$ cat src/rtl/mem_port_arbiter.sv
// Round-robin arbiter that shares one fixed-latency single-port memory between
// the CPU control path and an external loader/debug port.
module mem_port_arbiter #(
  parameter int ADDR_W      = 8,
  parameter int DATA_W      = 16,
  parameter int WAIT_CYCLES = 2
) (
  input  logic              clk,
  input  logic              reset,
  input  logic              cpu_req,
  input  logic              cpu_we,
  input  logic [ADDR_W-1:0] cpu_addr,
  input  logic [DATA_W-1:0] cpu_wdata,
  output logic [DATA_W-1:0] cpu_rdata,
  output logic              cpu_ack,
  output logic              cpu_stall,
  input  logic              ext_req,
  input  logic              ext_we,
  input  logic [ADDR_W-1:0] ext_addr,
  input  logic [DATA_W-1:0] ext_wdata,
  output logic [DATA_W-1:0] ext_rdata,
  output logic              ext_ack,
  output logic              mem_en,
  output logic              mem_we,
  output logic [ADDR_W-1:0] mem_addr,
  output logic [DATA_W-1:0] mem_wdata,
  input  logic [DATA_W-1:0] mem_rdata,
  output logic              busy,
  output logic              owner
);

  typedef enum logic [1:0] {IDLE, ACCESS, DONE} state_t;

  localparam logic [3:0] CNT_INIT = 4'(WAIT_CYCLES - 1);

  state_t            state_q, state_d;
  logic [3:0]        cnt_q, cnt_d;
  logic              last_grant_q, last_grant_d;
  logic              owner_q, owner_d;
  logic              busy_q, busy_d;
  logic              mem_en_q, mem_en_d;
  logic              mem_we_q, mem_we_d;
  logic [ADDR_W-1:0] mem_addr_q, mem_addr_d;
  logic [DATA_W-1:0] mem_wdata_q, mem_wdata_d;
  logic              cpu_ack_q, cpu_ack_d;
  logic              ext_ack_q, ext_ack_d;
  logic [DATA_W-1:0] cpu_rdata_q, cpu_rdata_d;
  logic [DATA_W-1:0] ext_rdata_q, ext_rdata_d;
  logic              grant_ext;

  always_comb begin
    state_d      = state_q;
    cnt_d        = cnt_q;
    last_grant_d = last_grant_q;
    owner_d      = owner_q;
    busy_d       = busy_q;
    mem_en_d     = mem_en_q;
    mem_we_d     = mem_we_q;
    mem_addr_d   = mem_addr_q;
    mem_wdata_d  = mem_wdata_q;
    cpu_ack_d    = 1'b0;
    ext_ack_d    = 1'b0;
    cpu_rdata_d  = cpu_rdata_q;
    ext_rdata_d  = ext_rdata_q;
    // On a tie the side that did not win last time goes first.
    grant_ext    = ext_req & (~cpu_req | ~last_grant_q);

    case (state_q)
      IDLE: begin
        if (cpu_req || ext_req) begin
          owner_d      = grant_ext;
          last_grant_d = grant_ext;
          mem_we_d     = grant_ext ? ext_we    : cpu_we;
          mem_addr_d   = grant_ext ? ext_addr  : cpu_addr;
          mem_wdata_d  = grant_ext ? ext_wdata : cpu_wdata;
          mem_en_d     = 1'b1;
          busy_d       = 1'b1;
          cnt_d        = CNT_INIT;
          state_d      = ACCESS;
        end
      end
      ACCESS: begin
        if (cnt_q == 4'd0) begin
          if (!mem_we_q) begin
            if (owner_q) ext_rdata_d = mem_rdata;
            else         cpu_rdata_d = mem_rdata;
          end
          cpu_ack_d = ~owner_q;
          ext_ack_d = owner_q;
          mem_en_d  = 1'b0;
          mem_we_d  = 1'b0;
          state_d   = DONE;
        end else begin
          cnt_d = cnt_q - 4'd1;
        end
      end
      DONE: begin
        busy_d  = 1'b0;
        state_d = IDLE;
      end
      default: state_d = IDLE;
    endcase
  end

  always_ff @(posedge clk) begin
    if (reset) begin
      state_q      <= IDLE;
      cnt_q        <= 4'd0;
      last_grant_q <= 1'b1;
      owner_q      <= 1'b0;
      busy_q       <= 1'b0;
      mem_en_q     <= 1'b0;
      mem_we_q     <= 1'b0;
      mem_addr_q   <= '0;
      mem_wdata_q  <= '0;
      cpu_ack_q    <= 1'b0;
      ext_ack_q    <= 1'b0;
      cpu_rdata_q  <= '0;
      ext_rdata_q  <= '0;
    end else begin
      state_q      <= state_d;
      cnt_q        <= cnt_d;
      last_grant_q <= last_grant_d;
      owner_q      <= owner_d;
      busy_q       <= busy_d;
      mem_en_q     <= mem_en_d;
      mem_we_q     <= mem_we_d;
      mem_addr_q   <= mem_addr_d;
      mem_wdata_q  <= mem_wdata_d;
      cpu_ack_q    <= cpu_ack_d;
      ext_ack_q    <= ext_ack_d;
      cpu_rdata_q  <= cpu_rdata_d;
      ext_rdata_q  <= ext_rdata_d;
    end
  end

  assign mem_en    = mem_en_q;
  assign mem_we    = mem_we_q;
  assign mem_addr  = mem_addr_q;
  assign mem_wdata = mem_wdata_q;
  assign cpu_ack   = cpu_ack_q;
  assign ext_ack   = ext_ack_q;
  assign cpu_rdata = cpu_rdata_q;
  assign ext_rdata = ext_rdata_q;
  assign busy      = busy_q;
  assign owner     = owner_q;
  assign cpu_stall = cpu_req & ~cpu_ack_q;

endmodule

$ cat config.mk
export PLATFORM = sky130hd
export DESIGN_NAME = mem_port_arbiter
export DESIGN_NICKNAME = d
export VERILOG_FILES = /design/src/rtl/mem_port_arbiter.sv
export SDC_FILE = /design/constraint.sdc
export NUM_CORES = 1
export LEC_CHECK = 0
export CAP_MARGIN = 0
export CORE_MARGIN = 4
export CORE_UTILIZATION = 44
export CTS_BUF_LIST = sky130_fd_sc_hd__clkbuf_16
export CTS_CLUSTER_DIAMETER = 60
export DETAILED_ROUTE_END_ITERATION = 12
export PLACE_DENSITY = 0.89
export REMOVE_ABC_BUFFERS = 1
export SETUP_SLACK_MARGIN = 0.2
export SLEW_MARGIN = 20
export SYNTH_ARGS = -nofsm -noshare
export SYNTH_HDL_FRONTEND = slang
export SYNTH_SLANG_ARGS = --single-unit
$ cat constraint.sdc
create_clock -name clk -period 3.45 [get_ports clk]
set_input_delay 0.5175 -clock clk [delete_from_list [all_inputs] [get_ports clk]]
set_output_delay 0.5175 -clock clk [all_outputs]
set_load 0.005 [all_outputs]
== Word-level counts from Yosys, hierarchy flattened ==
Cells that the tools add are included.

* Memories kept: 0
* Bits of input ports: 70
* Memory bits (read-only): 0
* Output and inout bits: 63
* Memory bits (writable): 0
* Bits in latches: 0
* Register bits after elaboration: 69
* Word-level logic and storage cells: 57

* Multiplexer cells: 15
* Multipliers: 0
* Reduce and logical (&&, ||, !) cells: 13
* Bitwise gates (word level): 10
* Divide/modulo/power cells: 0
* Shift operators: 0
* $lt $le $gt $ge: 0
* Eq/ne operators: 5
* Add/sub/neg operators: 1

{| class="wikitable"
|+ Operators by type and width
! cell !! number
|-
| $mux 16 || 1
|-
| $mux 4 || 2
|-
| $mux 8 || 1
|-
| $pmux 4 s2 || 1
|-
| $reduce_and 4->1 || 2
|-
| $not 1->1 || 7
|-
| $ne 2x2->1 const B || 3
|-
| $pmux 1 s2 || 3
|-
| $reduce_and 2->1 || 3
|-
| $reduce_and 3->1 || 2
|-
| $logic_not 4->1 || 1
|-
| $mux 1 || 4
|-
| $mux 2 || 2
|-
| $pmux 2 s2 || 1
|-
| $reduce_bool 2->1 || 2
|-
| $sub 4x1->4 const B || 1
|-
| $reduce_or 3->1 || 1
|-
| $and 1x1->1 || 2
|-
| $eq 2x1->1 const B || 1
|-
| $eq 2x2->1 const B || 1
|-
| $logic_not 2->1 || 1
|-
| $logic_or 1x1->1 || 1
|-
| $or 1x1->1 || 1
|}

== Logic depth before layout (Yosys ltp) ==
* Word-level depth: 6
* Depth in mapped cells: 7
* Mapped depth without buffers: 5

== Worst setup path before layout ==
No wires, ideal clock.

* Path type: reg2reg
* Start point: reg cnt_q[0]
* End point: reg cpu_rdata_q[3] (netlist: cpu_rdata[3])
* Slack: 1.926 ns
* Stages on the path, launching flop included: 8
* Arrival: 1.392 ns
* Setup time: 0.132 ns
* Clock period less this slack: 1.524 ns
* Path buffers: 2
* Path through: dfxtp_1 > inv_1 > ha_1 > or3b_1 > buf_2 > clkbuf_1 > o21ai_0 > a21oi_1

* Word-level cells in the longest chain between the ends: 2

{| class="wikitable"
|+ RTL lines
! item !! RTL line !! text
|-
| from (decl) || 37 || <nowiki>logic [3:0] cnt_q, cnt_d;</nowiki>
|-
| from (signal assigned) || 122 || <nowiki>cnt_q <= cnt_d;</nowiki>
|-
| $logic_not 4->1 || 83 || <nowiki>if (cnt_q == 4'd0) begin</nowiki>
|-
| $reduce_and 4->1 (no line) || -- ||
|-
| to (signal assigned) || 132 || <nowiki>cpu_rdata_q <= cpu_rdata_d;</nowiki>
|-
| to (decl) || 47 || <nowiki>logic [DATA_W-1:0] cpu_rdata_q, cpu_rdata_d;</nowiki>
|}

No other way between the ends.
A chain may end at the register's enable or synchronous reset.

== Worst setup path after layout ==
* Start point: in cpu_req
* End point: out cpu_stall

* Word-level cells in the longest chain between the ends: 1

{| class="wikitable"
|+ RTL lines
! item !! RTL line !! text
|-
| from (decl) || 10 || <nowiki>input logic cpu_req,</nowiki>
|-
| $and 1x1->1 || 147 || <nowiki>assign cpu_stall = cpu_req & ~cpu_ack_q;</nowiki>
|-
| to (decl) || 16 || <nowiki>output logic cpu_stall,</nowiki>
|}

No other way between the ends.

==> impl_metrics.toml <==
[run_status]
status = "complete, no violations"

[worst_setup_path]
start_kind = "primary input"
worstSetupPathType = "primary input to output port"
path_max_fanout = 4
regToRegEndpoint = "ext_rdata[7]$_SDFFE_PP0P_"
cp-end-kind = "output port"
r2r-start = "cnt_q[0]$_SDFFE_PP0P_"
rrSetupSlack_ps = 1450
cp.arrival_ps = 1830
cp.required_ps = 2930
r2r_cells = 5

[timing]
worst_pin_slew_ps = 1010
period_minus_slack_ps = 2350
setup_viol = 0
fin_skew_ps = 5.94
final_hold_viol_count = 0
rsz0062_at_grt = "no"
post-route-period-util = 0.681
worst_hold_slack_ps = 461
fmax_mhz = 426
max_slew_margin = 0.330
slew_violations = 0

[cts]
clk_pin_slew_ps = 50
clock_latency_ps = 320
cts_buffers = 9
clock_path_buffers = 2
postCtsResizedCells = 0
cts_setup_buffers = 0
cts_tree = "yes"
cts_sinks = 69
cts_hold_buf = 0
h-tree-depth = 3
root_buffer = "clkbuf_16"

[floorplan]
ios = 133
coreArea_sq_um = 6060
num_rows = 28
die_w_um = 88.0
die_area_sq_um = 7740
start_util = 0.464
die_h_um = 88.0

[layout]
seqCellArea_sq_um = 1380
area_growth_pct = 58.2
drive_gt1_frac = 0.0670
finish.utilization = 0.735
most-common-layout-cells = "clkdlybuf4s50_1 (132), dfxtp_1 (69), a21oi_1 (37)"
diodes = 0
fin_cells = 493
finalNetCount = 485
final_common_cell = "clkdlybuf4s50_1"
num-fill-cells = 424
multi_input_area_sq_um = 1290

[yosys]
syn_inst = 290
synth.top_cells.by_area = "dfxtp_1 (49%), mux2i_1 (8.9%), o2bb2ai_1 (7.5%)"
yosysTopAreaCell = "dfxtp_1"
yosysSeqAreaShare = 0.491
synth_seq_cells = 69
synth_top_area_frac = 0.491
async_reset_ff_frac = 0
synth_flop_cell = "dfxtp_1"
syn_area_sq_um = 2820
ys_types = 40
avgSynthCellArea_sq_um = 9.71
synth_edf_count = 0
ys_warn_count = 0

[place]
gp_congestion = 0.772
port_buffers = 132
dp.cells = 477
dp_hpwl_mm = 5.94

[grt]
antenna_found_initial = 0
grt_use_total = 0.218
grt_pass1_wl_mm = 13.2
grt_remaining_overflow = 0
grt_pass1_vias = 2696
grt_max_degree = 41

[routing]
drt_iter0_drc = 145
ant_nets = 0
vias_per_cell = 5.62
wl_mm = 8.50
vias = 2773
dr.pass1.iters = 4
wl_per_cell_um = 17.2
drc = 0

[hold_path]
holdPathEnd = "mem_addr[7]$_SDFFE_PP0P_"
hold_path_class = "flip-flop to flip-flop"
hold_depth = 1
worstHoldStart = "mem_addr[7]$_SDFFE_PP0P_"

[power]
p_leak_nw = 1.58
vdd_drop_max_v = 0.000338
power.total_mw = 2.32
power_density_nw_per_um2 = 522

[flow_run]
drv_cap = 0
==> synthesized netlist by cell type (2+ instances only) <==
cell and n:
o2bb2ai_1 24, o22ai_1 2, buf_6 2, o21ai_0 28, or4_1 2, mux2i_1 25, o21ai_1 11, nand2_1 2
inv_1 5, nand3_1 35, a21oi_1 37, clkbuf_1 6, dfxtp_1 69, ha_1 2, buf_4 3, buf_2 12
nor3b_1 2
==> through the flow <==
stage / cell area (sq um) / setup slack [ps] / setup TNS, ps
finish: 4450 / 1100 / 0
global placement: 4150 / 1150 / 0
CTS: 4450 / 1090 / 0
floorplan: 2680 / -349 / -8700
global route: 4450 / 1020 / 0
detailed placement: 4150 / 1140 / 0
==> flip-flops by register name, indices dropped and copies added, names as in the netlist <==
| signal | count |
|---|---|
| ext_ack | 1 |
| state_q | 2 |
| mem_en | 1 |
| cpu_rdata | 16 |
| owner | 1 |
| cpu_ack | 1 |
| ext_rdata | 16 |
| last_grant_q | 1 |
| mem_we | 1 |
| mem_addr | 8 |
| busy | 1 |
| cnt_q | 4 |
| mem_wdata | 16 |
==> where the power goes <==
group / total (mW) / internal, mW / switching, mW
Sequential: 0.913 / 0.864 / 0.0493
Combinational: 0.473 / 0.253 / 0.220
Clock: 0.938 / 0.622 / 0.317
Total: 2.32 / 1.74 / 0.586
==> critical path, cell delays in order <==
cell             delay [ps]
clkdlybuf4s50_1         610
nor2b_1                 190
clkdlybuf4s50_1         510
==> layer usage <==
layer | vias up | GRT usage | wire length, um
met5 | - | 0 | 0
met4 | 0 | 0.0907 | 120
met3 | 13 | 0.0762 | 1010
met2 | 170 | 0.345 | 3850
met1 | 1269 | 0.270 | 3520
li1 | 1321 | - | -
==> worst max-delay path by stage <==
stage | start | end | slack (ps) | depth (start not counted)
after detailed placement | cpu_req | cpu_stall | 1140 | 3
after global placement | cpu_req | cpu_stall | 1150 | 3
after CTS | cpu_req | cpu_stall | 1090 | 3
final | cpu_req | cpu_stall | 1100 | 3
after floorplan | ext_req | mem_we$_SDFFE_PP0P_ | -350 | 3
after global routing | cpu_req | cpu_stall | 1020 | 3
==> kinds of logic (layout without fill, tap and decap cells) <==
logic type / after synthesis / in the layout / share of synthesized area
AO/OA/AOI/OAI: 110 / 110 / 0.238
adder cells (fa/ha/maj): 2 / 2 / 0.00889
buffers and inverters: 30 / 158 / 0.0551
flip-flops: 69 / 69 / 0.491
multiplexers: 25 / 25 / 0.0889
AND/OR/NAND/NOR: 54 / 54 / 0.118
==> area by class of cell <==
cell class                 instances  share of cell area
clock buffer                       9              0.0506
clock inverter                     7              0.0183
inverter                           5             0.00421
multi-input combinational        191               0.291
sequential                        69               0.310
tap                               75              0.0211
timing repair buffer             137               0.305
(Power assumes the default switching activity.)
